[src/rtl/mem_arbiter.sv]
// mem_arbiter: serialises instruction-fetch and data requests from the
// datapath onto a single-port RAM. It returns one-cycle ihit/dhit pulses with
// registered load data, and a watchdog aborts any RAM access that never
// completes. Data requests always win arbitration over instruction fetches.
module mem_arbiter #(
    parameter int TIMEOUT = 64
) (
    input  logic        CLK,
    input  logic        nRST,
    input  logic        iREN,
    input  logic [31:0] iaddr,
    input  logic        dREN,
    input  logic        dWEN,
    input  logic [31:0] daddr,
    input  logic [31:0] dstore,
    output logic        ihit,
    output logic        dhit,
    output logic [31:0] iload,
    output logic [31:0] dload,
    output logic        ramREN,
    output logic        ramWEN,
    output logic [31:0] ramaddr,
    output logic [31:0] ramstore,
    input  logic [31:0] ramload,
    input  logic        ram_ready,
    output logic        mem_err
);

    typedef enum logic [1:0] {
        IDLE = 2'd0,
        IACC = 2'd1,
        DACC = 2'd2,
        RESP = 2'd3
    } state_t;

    // Last watchdog value that is still allowed in an access state.
    localparam logic [7:0] WDOG_LAST = 8'(TIMEOUT - 1);
    localparam logic [31:0] WORD_MASK = 32'hFFFF_FFFC;

    state_t      state_r, state_s;
    logic        is_write_r, is_write_s;
    logic [7:0]  wdog_r, wdog_s;
    logic        ihit_s, dhit_s, ramren_s, ramwen_s, err_s;
    logic [31:0] iload_s, dload_s, ramaddr_s, ramstore_s;
    logic        imatch_s, dmatch_s;

    // ramaddr holds the latched word address of the access in flight, so the
    // requester is still "the same request" only if its word address matches.
    assign imatch_s = ((iaddr & WORD_MASK) == ramaddr);
    assign dmatch_s = ((daddr & WORD_MASK) == ramaddr);

    // State register.
    always_ff @(posedge CLK or negedge nRST) begin
        if (!nRST) begin
            state_r <= IDLE;
        end else begin
            state_r <= state_s;
        end
    end

    // Registered outputs, access bookkeeping and watchdog.
    always_ff @(posedge CLK or negedge nRST) begin
        if (!nRST) begin
            is_write_r <= 1'b0;
            wdog_r     <= 8'd0;
            ihit       <= 1'b0;
            dhit       <= 1'b0;
            ramREN     <= 1'b0;
            ramWEN     <= 1'b0;
            ramaddr    <= 32'd0;
            ramstore   <= 32'd0;
            iload      <= 32'd0;
            dload      <= 32'd0;
            mem_err    <= 1'b0;
        end else begin
            is_write_r <= is_write_s;
            wdog_r     <= wdog_s;
            ihit       <= ihit_s;
            dhit       <= dhit_s;
            ramREN     <= ramren_s;
            ramWEN     <= ramwen_s;
            ramaddr    <= ramaddr_s;
            ramstore   <= ramstore_s;
            iload      <= iload_s;
            dload      <= dload_s;
            mem_err    <= err_s;
        end
    end

    // Next-state and next-output logic: arbitration, completion and abort.
    always_comb begin
        state_s    = state_r;
        is_write_s = is_write_r;
        wdog_s     = wdog_r;
        ihit_s     = 1'b0;
        dhit_s     = 1'b0;
        ramren_s   = ramREN;
        ramwen_s   = ramWEN;
        ramaddr_s  = ramaddr;
        ramstore_s = ramstore;
        iload_s    = iload;
        dload_s    = dload;
        err_s      = mem_err;
        case (state_r)
            IDLE: begin
                if (dWEN) begin
                    // A simultaneous dREN is folded into the write.
                    state_s    = DACC;
                    is_write_s = 1'b1;
                    ramren_s   = 1'b0;
                    ramwen_s   = 1'b1;
                    ramaddr_s  = daddr & WORD_MASK;
                    ramstore_s = dstore;
                    wdog_s     = 8'd0;
                end else if (dREN) begin
                    state_s    = DACC;
                    is_write_s = 1'b0;
                    ramren_s   = 1'b1;
                    ramwen_s   = 1'b0;
                    ramaddr_s  = daddr & WORD_MASK;
                    ramstore_s = dstore;
                    wdog_s     = 8'd0;
                end else if (iREN) begin
                    state_s    = IACC;
                    is_write_s = 1'b0;
                    ramren_s   = 1'b1;
                    ramwen_s   = 1'b0;
                    ramaddr_s  = iaddr & WORD_MASK;
                    ramstore_s = dstore;
                    wdog_s     = 8'd0;
                end else begin
                    state_s = IDLE;
                end
            end
            IACC: begin
                if (ram_ready) begin
                    iload_s  = ramload;
                    ihit_s   = iREN && imatch_s;
                    ramren_s = 1'b0;
                    ramwen_s = 1'b0;
                    state_s  = RESP;
                end else if (wdog_r == WDOG_LAST) begin
                    err_s    = 1'b1;
                    ramren_s = 1'b0;
                    ramwen_s = 1'b0;
                    state_s  = IDLE;
                end else begin
                    wdog_s = wdog_r + 8'd1;
                end
            end
            DACC: begin
                if (ram_ready) begin
                    if (is_write_r) begin
                        dhit_s = dWEN && dmatch_s;
                    end else begin
                        dload_s = ramload;
                        dhit_s  = dREN && dmatch_s;
                    end
                    ramren_s = 1'b0;
                    ramwen_s = 1'b0;
                    state_s  = RESP;
                end else if (wdog_r == WDOG_LAST) begin
                    err_s    = 1'b1;
                    ramren_s = 1'b0;
                    ramwen_s = 1'b0;
                    state_s  = IDLE;
                end else begin
                    wdog_s = wdog_r + 8'd1;
                end
            end
            RESP: begin
                // Hit cycle; never accept a new request here.
                state_s = IDLE;
            end
            default: begin
                state_s  = IDLE;
                ramren_s = 1'b0;
                ramwen_s = 1'b0;
            end
        endcase
    end

endmodule

[config.mk]
export PLATFORM = sky130hd
export DESIGN_NAME = mem_arbiter
export DESIGN_NICKNAME = d
export VERILOG_FILES = /design/src/rtl/mem_arbiter.sv
export SDC_FILE = /design/constraint.sdc
export NUM_CORES = 1
export LEC_CHECK = 0
export CORE_MARGIN = 2
export CORE_UTILIZATION = 47
export DETAILED_ROUTE_END_ITERATION = 10
export DONT_BUFFER_PORTS = 1
export HOLD_SLACK_MARGIN = 0.06
export SLEW_MARGIN = 15
export SYNTH_ARGS = -nofsm -noshare
export SYNTH_HDL_FRONTEND = slang
export SYNTH_SLANG_ARGS = --single-unit
[constraint.sdc]
create_clock -name CLK -period 5.35 [get_ports CLK]
set_clock_uncertainty 0.15 [all_clocks]
set_input_delay 1.3375 -clock CLK [delete_from_list [all_inputs] [get_ports CLK]]
set_output_delay 1.3375 -clock CLK [all_outputs]
set_load 0.02 [all_outputs]
; ---- After elaboration in Yosys (flattened, before gate mapping)
; Cells that the tools add are included.
[word_totals]
register_bits = 144
inputBits = 134
out_inout_bits = 133
elab_cells = 71
[op_classes]
addsub = 1
eq_ne = 10
muxes = 33
bitwise_logic = 2
reduce_logical = 13
[op_table]
columns = operator, count
row1 = 2-to-1 mux 32 bit, 6
row2 = equality test 32 bit, 2
row3 = 2-to-1 mux 8 bit, 5
row4 = one-hot mux 8 bit (2 select lines), 1
row5 = 2-to-1 mux 1 bit, 14
row6 = AND reduction 3 bit, 3
row7 = "adder 8 x 1 -> 8 bit, second input constant", 1
row8 = "equality test 8 x 6 -> 1 bit, second input constant", 1
row9 = 2-to-1 mux 2 bit, 4
row10 = one-hot mux 2 bit (3 select lines), 1
row11 = "equality test 2 bit, second input constant", 2
row12 = "inequality test 2 bit, second input constant", 2
row13 = "inequality test 4 bit, second input constant", 1
row14 = one-hot mux 1 bit (2 select lines), 2
row15 = AND reduction 2 bit, 2
row16 = AND reduction 4 bit, 1
row17 = logical AND 1 bit, 3
row18 = "inequality test 3 x 1 -> 1 bit, second input constant", 1
row19 = nonzero test 3 bit, 1
row20 = "equality test 2 x 1 -> 1 bit, second input constant", 1
row21 = logical NOT 2 bit, 1
row22 = NOT 1 bit, 2
row23 = nonzero test 2 bit, 1
row24 = OR reduction 2 bit, 1

; ---- Logic depth before layout (Yosys ltp)
; Gate-level depths: netlist (run 1).
[depth]
ltp_word = 5
ltp_mapped = 7
mapped_depth_nobuf = 6

; ---- Worst setup path before layout (run 1)
; OpenSTA, ideal clock, no wires.
[synth_timing]
kind = input port to flip-flop
start = input port dWEN
end = register ramstore[10]
setup_ps = 125
arrival_time_ps = 2375
required_time_ps = 5075
slack_ps = 2700
stages = 5
n_path_buf = 3
cell_sequence = buf_2 o31ai_4 buf_6 buf_6 mux2_2
[synth_between]
elab_chain_cells = 2
word_cells_on_any_way = 3
cone_classes = 1 x mux / 2 x reduce/logical
[synth_rtl]
columns = item, line_no
row1 = start: declaration, 13  ; input logic dWEN,
row2 = nonzero test 3 bit (no source line), --
row3 = AND reduction 2 bit (no source line), --
row4 = end signal: assignment, 83  ; ramstore <= ramstore_s;
row5 = end: declaration, 23  ; output logic [31:0] ramstore,
; Several ways; a longest one is shown, not always the timed one.
; A chain may end at the register's enable or synchronous reset.

; ---- Final worst setup path (run 1)
[layout_timing]
start = input port ram_ready
end = register dload[1]
[layout_between]
elab_chain_cells = 1
[layout_rtl]
columns = item, line_no
row1 = start: declaration, 25  ; input logic ram_ready,
row2 = AND reduction 3 bit (no source line), --
row3 = end signal: assignment, 85  ; dload <= dload_s;
row4 = end: declaration, 19  ; output logic [31:0] dload,
; No other way between the ends.

==> metrics.md, run 1 <==
| Metric | Value |
|---|---|
| Maximum net fanout on the critical path | 23 |
| Synth Instances | 512 |
| CTS H-tree depth | 4 |
| Levels on crit path | 4 |
| Die outline height | 123 µm |
| Clock-pin slew of the registers on the worst-case setup and hold paths | 0.06 ns |
| Number of global-route vias before repair | 4268 |
| Hold Crit Depth | 1 |
| Pin count of the biggest net entering global routing | 143 |
| Launching element type of the critical path | input pin |
| Tot GR Track Use | 19.9% |
| GPL Wtd Cong | 0.803 |
| Routed wire length per instance | 21.5 µm |
| Result of the run | finished clean |
| Utilization after layout | 52.9% |
| Fraction of final layout cells with drive strength greater than 1 | 26.5% |
| Net count, final | 652 |
| Final period utilization | 50.0% |
| Number of hold buffers added after CTS | 0 |
| Buffers added on ports | 0 |
| Synth cell types | 46 |
| Total count of hold-check failures in the final report | 0 |
| Worst slew slack as a fraction of its limit | 42.8% |
| Worst setup slack after layout | 2.67 ns |
| Async set-or-reset flop fraction in the synthesized netlist | 100% |
| Clock insertion delay at the later pin of the skew report | 0.42 ns |
| Post-synthesis sequential element count | 142 |
| Number of failing setup endpoints in the final timing report | 0 |
| Post CTS Setup Buffer Count | 0 |
| Total negative slack for setup checks | 0 ns |
| Cells resized by post-CTS repair | 0 |
| Die extent in x | 123 µm |
| RSZ-0062 raised after global routing | false |
| DPL Wire Length | 10900 µm |
| Rows | 43 |
| Cell family with most CP delay | simple AND/OR/NAND/NOR gates |
| Count of nets left with antenna violations after detail routing | 0 |
| Signal arrival time at the worst endpoint | 2.82 ns |
| Shortest clock period the worst path allows after layout | 2.68 ns |
| Class of the most critical hold timing path | reg -> reg |
| Cells along the critical path | nand2_1 -> or2_2 -> buf_4 -> mux2_2 |
| Critical path's largest stage delay | 0.66 ns |
| Buffering stage count on the worst path with inverters included | 1 |
| Most used flip-flop cell after synthesis | sky130_fd_sc_hd__dfrtp_1 |
| Net Sw Frac | 41.9% |
| Data required time of the worst path | 5.50 ns |
| Maximum clock insertion buffer count | 2 |
| Design Power | 5.06 mW |
| Final Non-Filler Cells | 705 |
| CTS buffer count | 17 |
| Synth Cell Area | 6680 µm² |
| Filler Cells Inserted | 1191 |
| Highest-delay cell along the critical path | sky130_fd_sc_hd__or2_2 |
| Portion of the post-synthesis area used by sequential elements | 53.2% |
| Maximum frequency from static timing analysis | 374 MHz |
| Number of top-level pins | 267 |
| Power share of the clock group | 22.2% |
| Worst IR drop on VDD | 0.340 mV |
| Net switching power figure | 2.12 mW |
| Flop pwr share | 53.1% |
| Area growth from synthesis to layout | 10.0% |
| TritonCTS clock tree | done |
| Power density over the cells | 688 nW/µm² |
| Mean instance size in the synthesized netlist | 13.0 µm² |
| Pin slew with the least headroom to its limit | 0.859 ns |
| Die area | 15200 µm² |
| Leakage | 3.23 nW |
| Starting Density | 48.1% |
| Clock Tree Root | sky130_fd_sc_hd__clkbuf_16 |
| Number of vias per cell | 5.56 |
| Total routed wirelength | 15100 µm |
| Diode count | 0 |
| Yosys warning total | 0 |
| Final Max Slew Viols | 0 |
| Startpoint-to-endpoint class of the critical path | in -> reg |
| Combinational fraction of design power | 24.8% |
| Placed Cells incl. Taps | 673 |
| Vias post-DR | 3922 |
| Overflow after GRT | 0 |
| DRC violations left | 0 |
| Wire length of the first global-routing pass | 22800 µm |
| Number of detailed-routing iterations run before antenna repair | 4 |
| Setup WS pre-CTS | 2.24 ns |
| Category of the worst setup path capture point | register |
| Number of synthesized flops with an enable pin | 0 |
| Count of routing violations after the opening detailed-route iteration | 197 |
| Depth of the worst register-to-register path | 6 |
| Number of antenna violations at the first check in global routing | 0 |
| MaxCap Viol Count | 0 |
| Internal power contribution | 2.94 mW |
| Area inside the core boundary | 13900 µm² |
| Sinks on the clock net | 142 |
registers in the layout (all words and copies together) (netlist names):
| signal | count |
|---|---|
| mem_err | 1 |
| ihit | 1 |
| wdog_r | 8 |
| dhit | 1 |
| ramREN | 1 |
| dload | 32 |
| is_write_r | 1 |
| ramWEN | 1 |
| ramstore | 32 |
| iload | 32 |
| state_r | 2 |
| ramaddr | 30 |
cells in the mapped netlist, types with 3 or more instances:
master	n	area, µm²
sky130_fd_sc_hd__o221ai_1	3	26.3
sky130_fd_sc_hd__buf_6	7	78.8
sky130_fd_sc_hd__dfrtp_1	142	3550
sky130_fd_sc_hd__mux2i_1	33	330
sky130_fd_sc_hd__buf_2	10	50.1
sky130_fd_sc_hd__buf_4	4	30.0
sky130_fd_sc_hd__ha_1	6	75.1
sky130_fd_sc_hd__inv_1	10	37.5
sky130_fd_sc_hd__nand2_1	35	131
sky130_fd_sc_hd__nand3_1	8	40.0
sky130_fd_sc_hd__nand4_1	7	43.8
sky130_fd_sc_hd__xor2_1	52	455
sky130_fd_sc_hd__nor3_1	6	30.0
sky130_fd_sc_hd__nor4_1	14	87.6
sky130_fd_sc_hd__mux2_4	30	450
sky130_fd_sc_hd__o21ai_0	37	185
sky130_fd_sc_hd__xnor2_1	8	70.1
sky130_fd_sc_hd__mux2_2	66	743
sky130_fd_sc_hd__a21oi_1	3	15.0
placed cells by master, fill, tap and decap left out, types with 2 or more instances in the layout:
| cell | synthesis | routed |
|---|---|---|
| sky130_fd_sc_hd__dfrtp_1 | 142 | 142 |
| sky130_fd_sc_hd__clkbuf_16 | 0 | 17 |
| sky130_fd_sc_hd__o211ai_1 | 2 | 2 |
| sky130_fd_sc_hd__clkinv_4 | 0 | 2 |
| sky130_fd_sc_hd__nand2_1 | 35 | 35 |
| sky130_fd_sc_hd__clkinv_2 | 0 | 2 |
| sky130_fd_sc_hd__mux2_4 | 30 | 30 |
| sky130_fd_sc_hd__mux2i_1 | 33 | 33 |
| sky130_fd_sc_hd__inv_6 | 0 | 4 |
| sky130_fd_sc_hd__or2_2 | 1 | 2 |
| sky130_fd_sc_hd__mux2_2 | 66 | 66 |
| sky130_fd_sc_hd__ha_1 | 6 | 6 |
| sky130_fd_sc_hd__nand3_1 | 8 | 8 |
| sky130_fd_sc_hd__o221ai_1 | 3 | 3 |
| sky130_fd_sc_hd__a21oi_1 | 3 | 3 |
| sky130_fd_sc_hd__nor4_1 | 14 | 14 |
| sky130_fd_sc_hd__nor2_1 | 2 | 2 |
| sky130_fd_sc_hd__o21ai_0 | 37 | 37 |
| sky130_fd_sc_hd__nor3_1 | 6 | 6 |
| sky130_fd_sc_hd__inv_1 | 10 | 10 |
| sky130_fd_sc_hd__nand4_1 | 7 | 7 |
| sky130_fd_sc_hd__buf_4 | 4 | 3 |
| sky130_fd_sc_hd__xor2_1 | 52 | 52 |
| sky130_fd_sc_hd__conb_1 | 1 | 2 |
| sky130_fd_sc_hd__xnor2_1 | 8 | 8 |
| sky130_fd_sc_hd__clkinvlp_4 | 0 | 4 |
power by group through the flow:
| stage | logic, mW | registers, mW | clock network [mW] |
|---|---|---|---|
| 5_1_grt | 1.40 | 2.76 | 1.20 |
| 2_1_floorplan | 1.11 | 2.54 | 0 |
| 3_3_place_gp | 1.21 | 2.70 | 0 |
| 4_1_cts | 1.27 | 2.70 | 1.15 |
| 3_5_place_dp | 1.27 | 2.71 | 0 |
| 6_report | 1.25 | 2.69 | 1.12 |
path summary, 6_finish.rpt:
| check | startpoint | end | slack (ns) |
|---|---|---|---|
| setup / recovery | ram_ready | dload[1] | 2.67 |
| setup reg to reg | state_r[0] | dload[1] | 2.88 |
| max in group asynchronous | nRST | ramaddr[24] | 4.26 |
| min in group asynchronous | nRST | dload[30] | 0.47 |
| hold reg to reg | is_write_r | is_write_r | 0.39 |
| hold / removal | is_write_r | is_write_r | 0.39 |
stage by stage:
step | instance area, µm² | hold WS, ns
after floorplan | 6680 | 0.350
after global placement | 6780 | 0.370
after detailed placement | 6780 | 0.373
after CTS | 7350 | 0.393
after global routing | 7350 | 0.418
final | 7350 | 0.390
cell type report:
cell class,count,area (µm²),area share [%]
clock inverter,14,134,1.82
inverter,10,37.5,0.511
multi-input combinational,337,2930,39.8
sequential,142,3550,48.4
tap,180,225,3.07
clock buffer,18,429,5.84
timing repair buffer,4,42.5,0.579
routing by layer:
layer | vias up | global-route usage, % | wire, µm
li1 | 1800 | - | -
met1 | 1913 | 22.4 | 5670
met2 | 191 | 33.2 | 7430
met3 | 18 | 9.55 | 1820
met4 | 0 | 6.68 | 208
met5 | - | 0 | 0
cells by family (layout without fill, tap and decap cells):
logic type,after synthesis,after routing,share of synthesized area [%]
other,1,2,0.0561
buffers and inverters,34,46,3.13
flip-flops,142,142,53.2
adder cells (fa/ha/maj),6,6,1.12
XOR/XNOR,60,60,7.87
AO/OA/AOI/OAI,56,56,5.15
AND/OR/NAND/NOR,84,84,6.65
multiplexers,129,129,22.8
Note: power is estimated with default switching activity, not from simulation.
==> inputs of run 2 (changes only) <==
==> constraint.sdc (replaced) <==
create_clock -name CLK -period 2.52 [get_ports CLK]
set_clock_uncertainty 0.15 [all_clocks]
set_input_delay 0.63 -clock CLK [delete_from_list [all_inputs] [get_ports CLK]]
set_output_delay 0.63 -clock CLK [all_outputs]
set_load 0.02 [all_outputs]
==> run 2 against run 1 <==
The run now ends with negative hold slack left; worst setup slack worse by 2.2 ns; clock-buffer cell count is 3 higher; routed wire length is 1.8% higher; critical path type is now reg -> reg; largest power group unchanged.
==> metrics.md, run 2 (synthesis results as in run 1) <==
| Metric | Value |
|---|---|
| Result of the run | finished with violations |
| Violated checks | negative hold slack |
| CTS buffer count | 17 (unchanged) |
| Number of antenna violations at the first check in global routing | 0 (unchanged) |
| Leakage | 3.31 nW (+2.4%) |
| Startpoint-to-endpoint class of the critical path | reg -> reg |
| Largest registers ranked by flip-flop count | dload (32), iload (32), ramstore (32) |
| Shortest clock period the worst path allows after layout | 2.06 ns |
| Routed wire length per instance | 21.7 µm (+0.95%) |
| Starting Density | 48.1% (unchanged) |
| Area growth from synthesis to layout | 12.2% |
| Area inside the core boundary | 13900 µm² (unchanged) |
| Number of global-route vias before repair | 4337 (+1.6%) |
| Launching element type of the critical path | register |
| TritonCTS clock tree | done |
| Final Max Slew Viols | 0 (unchanged) |
| Count of routing violations after the opening detailed-route iteration | 174 (-12%) |
| Maximum clock insertion buffer count | 2 (unchanged) |
| Buffers added on ports | 0 (unchanged) |
| Design Power | 11.2 mW (+120%) |
| Total routed wirelength | 15400 µm (+1.8%) |
| Maximum net fanout on the critical path | 8 (-65%) |
| Clock-pin slew of the registers on the worst-case setup and hold paths | 0.06 ns (about the same) |
| MaxCap Viol Count | 0 (unchanged) |
| Fraction of final layout cells with drive strength greater than 1 | 26.9% (+0.45 points) |
| Number of detailed-routing iterations run before antenna repair | 4 (unchanged) |
| Die extent in x | 123 µm (unchanged) |
| Rows | 43 (unchanged) |
| CTS H-tree depth | 4 (unchanged) |
| DPL Wire Length | 11200 µm (+3.0%) |
| Number of top-level pins | 267 (unchanged) |
| Signal arrival time at the worst endpoint | 2.21 ns (-0.61 ns) |
| Cells resized by post-CTS repair | 0 (unchanged) |
| Number of vias per cell | 5.64 (+1.3%) |
| Worst IR drop on VDD | 0.711 mV (+110%) |
| Die area | 15200 µm² (unchanged) |
| Number of failing setup endpoints in the final timing report | 0 (unchanged) |
| RSZ-0062 raised after global routing | false |
| GPL Wtd Cong | 0.822 (+2.3%) |
| Count of nets left with antenna violations after detail routing | 0 (unchanged) |
| Worst Hold Slack | -0.244 ns (-0.634 ns) |
| Total count of hold-check failures in the final report | 142 (+142) |
| Class of the most critical hold timing path | in -> async |
| Clock insertion delay at the later pin of the skew report | 0.41 ns (about the same) |
| Die outline height | 123 µm (unchanged) |
| Most common cell after layout, fill and taps aside | sky130_fd_sc_hd__dfrtp_1 |
| Category of the worst setup path capture point | register |
| Vias post-DR | 4008 (+2.2%) |
| Sinks on the clock net | 142 (unchanged) |
| Tot GR Track Use | 20.5% (+0.59 points) |
| Maximum frequency from static timing analysis | 485 MHz |
| DRC violations left | 0 (unchanged) |
| Wire length of the first global-routing pass | 23500 µm (+3.3%) |
| Power density over the cells | 1490 nW/µm² (+120%) |
| Net count, final | 658 (+0.92%) |
| Final period utilization | 81.8% |
| Total negative slack for setup checks | 0 ns (unchanged) |
| Diode count | 0 (unchanged) |
| Overflow after GRT | 0 (unchanged) |
| Clock Tree Root | sky130_fd_sc_hd__clkbuf_16 |
| Pin count of the biggest net entering global routing | 143 (unchanged) |
| Highest-count cells in the layout ignoring fill and taps | sky130_fd_sc_hd__dfrtp_1, sky130_fd_sc_hd__mux2_2, sky130_fd_sc_hd__xor2_1, sky130_fd_sc_hd__o21ai_0, sky130_fd_sc_hd__nand2_1 |
| Data required time of the worst path | 2.67 ns (-2.83 ns) |
[run 2: where the power goes]
part / switching (mW) / internal (mW) / leakage, nW / total, mW
clock: 0.942 / 1.78 / 0.307 / 2.72
sequential: 2.34 / 3.37 / 1.72 / 5.71
combinational: 1.18 / 1.56 / 1.28 / 2.74
total: 4.46 / 6.71 / 3.31 / 11.2
[run 2: path summary, 6_finish.rpt]
path                            start         end  slack (ns)  cells after the start
max                        state_r[0]   dload[30]        0.46                      6
min                              nRST   dload[30]       -0.24                      0
max reg2reg                state_r[0]   dload[30]        0.46                      6
min reg2reg                 wdog_r[0]   wdog_r[0]        0.41                      1
max in group asynchronous        nRST  ramaddr[9]        2.25                      0
min in group CLK                 dWEN      ramREN        0.16                      1
[run 2: repair_timing]
action | 4_1_cts | 5_1_grt
setup endpoints to repair | 0 | 0
endpoints found under the hold margin | 142 | 142
buffers inserted | 0 | 0
[run 2: worst max-delay path, stage by stage, from the launching register on]
cell and delay [ns]:
sky130_fd_sc_hd__dfrtp_1 0.41, sky130_fd_sc_hd__inv_1 0.14, sky130_fd_sc_hd__ha_1 0.16, sky130_fd_sc_hd__nand2_1 0.10
sky130_fd_sc_hd__or2_2 0.43, sky130_fd_sc_hd__buf_4 0.25, sky130_fd_sc_hd__mux2_4 0.31
[run 2: routing by layer]
metal	global-route usage, %	share of wire (%)
met2	33.8	50
met5	0	0
met4	6.75	1.5
met1	23.4	37
met3	9.92	11
[run 2: final cells by class]
cell class                 count  area (µm²)
multi-input combinational    337        2930
tap                          180         225
clock buffer                  21         450
clock inverter                11         189
fill                        1183        6390
sequential                   142        3550
inverter                      10        37.5
timing repair buffer          10         113
[run 2: per-stage QoR]
step	std cells	worst slack [ns]	util, %	cell area (µm²)
final	711	0.458	54.0	7490
after global routing	711	0.362	54.0	7490
after CTS	711	0.461	54.0	7490
after detailed placement	679	0.465	49.4	6850
after global placement	679	0.506	49.4	6850
after floorplan	513	0.578	-	6680
==> inputs of run 3 (changes only) <==
==> constraint.sdc (replaced) <==
create_clock -name CLK -period 1.82 [get_ports CLK]
set_clock_uncertainty 0.15 [all_clocks]
set_input_delay 0.455 -clock CLK [delete_from_list [all_inputs] [get_ports CLK]]
set_output_delay 0.455 -clock CLK [all_outputs]
set_load 0.02 [all_outputs]
==> run 3 against run 2 <==
The run still ends with negative hold slack left; non-clock buffer count rose by 98; combinational power rose by 81%; register-to-register slack worse by 0.43 ns; worst setup slack got worse by 0.43 ns; critical endpoint unchanged.
==> metrics.md, run 3 (synthesis results as in run 1) <==
| Metric | Value |
|---|---|
| TritonCTS clock tree | done |
| Tot GR Track Use | 22.5% (+1.9 points) |
| Category of the worst setup path capture point | register |
| Clock Tree Root | sky130_fd_sc_hd__clkbuf_16 |
| Highest-delay cell along the critical path | sky130_fd_sc_hd__dfrtp_1 |
| Vias post-DR | 4436 (+11%) |
| Power density over the cells | 1920 nW/µm² (+29%) |
| Number of global-route vias before repair | 4820 (+11%) |
| Shortest clock period the worst path allows after layout | 1.79 ns (-0.271 ns) |
| Launching element type of the critical path | register |
| RSZ-0062 raised after global routing | true |
| Final Max Slew Viols | 0 (unchanged) |
| Count of routing violations after the opening detailed-route iteration | 146 (-16%) |
| Number of detailed-routing iterations run before antenna repair | 4 (unchanged) |
| Number of failing setup endpoints in the final timing report | 0 (unchanged) |
| Routed wire length per instance | 21.2 µm (-2.3%) |
| Data required time of the worst path | 1.97 ns (-0.70 ns) |
| Clock-pin slew of the registers on the worst-case setup and hold paths | 0.06 ns (about the same) |
| Worst Hold Slack | -0.415 ns (-0.170 ns) |
| Area taken by flip-flops and latches | 3550 µm² (unchanged) |
| Depth of the worst register-to-register path | 6 (unchanged) |
| Design Power | 16.4 mW (+47%) |
| Class of the most critical hold timing path | in -> async |
| Cell family with most CP delay | flip-flops |
| Final period utilization | 98.4% (+17 points) |
| Die extent in x | 123 µm (unchanged) |
| Leakage | 3.80 nW (+15%) |
| Critical R2R Capture | dload[30] |
| Fraction of final layout cells with drive strength greater than 1 | 29.8% (+2.8 points) |
| Maximum net fanout on the critical path | 8 (unchanged) |
| Cells along the critical path | inv_2 -> ha_4 -> nand2_4 -> or2_4 -> clkbuf_16 -> mux2_4 |
| Filler Cells Inserted | 1062 (-10%) |
| Starting Density | 48.1% (unchanged) |
| Critical path's largest stage delay | 0.39 ns (-0.04 ns) |
| Clock insertion delay at the later pin of the skew report | 0.42 ns (about the same) |
| Net count, final | 756 (+15%) |
| Overflow after GRT | 0 (unchanged) |
| Count of nets left with antenna violations after detail routing | 0 (unchanged) |
| Most common cell after layout, fill and taps aside | sky130_fd_sc_hd__dfrtp_1 |
| Number of top-level pins | 267 (unchanged) |
| Number of vias per cell | 5.49 (-2.6%) |
| Cell Area, Placed | 7070 µm² (+3.1%) |
| Crit Reg-Reg Startpoint | state_r[0] |
| Maximum frequency from static timing analysis | 558 MHz (+15%) |
| DRC violations left | 0 (unchanged) |
| Total count of hold-check failures in the final report | 142 (unchanged) |
| Total routed wirelength | 17100 µm (+11%) |
| DPL Wire Length | 11200 µm (about the same) |
| Rows | 43 (unchanged) |
| MaxCap Viol Count | 0 (unchanged) |
| Signal arrival time at the worst endpoint | 1.94 ns (-0.27 ns) |
| Pin count of the biggest net entering global routing | 143 (unchanged) |
| Number of antenna violations at the first check in global routing | 0 (unchanged) |
| Flop2flop setup slack | 0.03 ns (-0.43 ns) |
| Die outline height | 123 µm (unchanged) |
| Buffers added on ports | 0 (unchanged) |
| Violated checks | negative hold slack |
| Wire length of the first global-routing pass | 25500 µm (+8.2%) |
| Largest registers ranked by flip-flop count | dload (32), iload (32), ramstore (32) |
| Buffering stage count on the worst path with inverters included | 2 (unchanged) |
| CTS buffer count | 17 (unchanged) |
| Diode count | 0 (unchanged) |
| Worst IR drop on VDD | 0.937 mV (+32%) |
| Number of hold buffers added after CTS | 66 |
| Maximum clock insertion buffer count | 2 (unchanged) |
| CTS H-tree depth | 4 (unchanged) |
| Area growth from synthesis to layout | 28.0% |
| GPL Wtd Cong | 0.857 (+4.2%) |
| Result of the run | finished with violations |
| Area taken by multi-input logic gates | 3000 µm² (+2.6%) |
| Die area | 15200 µm² (unchanged) |
| Highest-count cells in the layout ignoring fill and taps | sky130_fd_sc_hd__dfrtp_1, sky130_fd_sc_hd__mux2_2, sky130_fd_sc_hd__dlygate4sd3_1, sky130_fd_sc_hd__xor2_1, sky130_fd_sc_hd__o21ai_0 |
| Area inside the core boundary | 13900 µm² (unchanged) |
| Startpoint-to-endpoint class of the critical path | reg -> reg |
| Sinks on the clock net | 142 (unchanged) |
| Non-Filler Cell Area, Final | 8550 µm² (+14%) |
==> run 3: cell count changes in the layout (fill, tap and decap cells not counted), sizes merged <==
cell | previous run | this run
clkinv | 4 | 3
dlygate4sd3 | 0 | 66
inv | 10 | 13
buf | 10 | 41
clkinvlp | 2 | 1
clkbuf | 21 | 20
==> run 3: stage by stage <==
| stage | setup slack, ns | TNS (ns) | util [%] | hold slack [ns] | instances |
|---|---|---|---|---|---|
| final | 0.0288 | 0 | 61.6 | -0.415 | 808 |
| after floorplan | 0.0526 | 0 | - | 0.00941 | 513 |
| after CTS | 0.00412 | 0 | 60.9 | -0.443 | 805 |
| after detailed placement | -0.0804 | -0.887 | 50.9 | 0.0124 | 706 |
| after global routing | -0.0218 | -0.270 | 61.6 | -0.456 | 808 |
| after global placement | -0.00192 | -0.00192 | 50.9 | 0.0133 | 706 |
==> run 3: repair_timing <==
action                                  in CTS  in global routing
gates resized for setup                      7                 13
endpoints found under the setup margin      69                 76
hold endpoints to repair                   242                142
setup buffers                                0                  2
gates cloned                                 2                  1
pin swaps                                    0                  3
==> run 3: worst register-to-register path: stages, from the launching register on <==
cell,delay (ns)
sky130_fd_sc_hd__dfrtp_1,0.39
sky130_fd_sc_hd__inv_2,0.11
sky130_fd_sc_hd__ha_4,0.16
sky130_fd_sc_hd__nand2_4,0.05
sky130_fd_sc_hd__or2_4,0.30
sky130_fd_sc_hd__clkbuf_16,0.20
sky130_fd_sc_hd__mux2_4,0.31
==> run 3: routing by layer <==
layer,up-vias,wire length [µm],global-route usage (%)
met4,0,244,7.67
li1,2009,-,-
met2,211,8530,37.3
met3,17,1810,10.8
met5,-,0,0
met1,2199,6510,25.2
==> run 3: worst max-delay path by stage <==
stage,startpoint,endpoint,cells past startpoint
after CTS,state_r[0],dload[6],6
after global routing,state_r[0],wdog_r[5],7
final,state_r[0],dload[30],6
after detailed placement,state_r[1],wdog_r[6],6
after floorplan,dWEN,ramstore[10],5
after global placement,iaddr[25],ihit,5
==> run 3: report_power, final <==
group	switching (mW)	internal (mW)	leakage (nW)
sequential	2.94	4.67	1.72
combinational	2.20	2.75	1.77
clock	1.36	2.48	0.314
total	6.50	9.90	3.80
==> run 3: layout make-up <==
cell class,instances,share of cell area (%)
Clock buffer,19,5.18
Clock inverter,12,2.41
Inverter,10,0.439
Multi-Input combinational cell,337,35.1
Sequential cell,142,41.6
Tap cell,180,2.63
Timing Repair Buffer,108,12.7
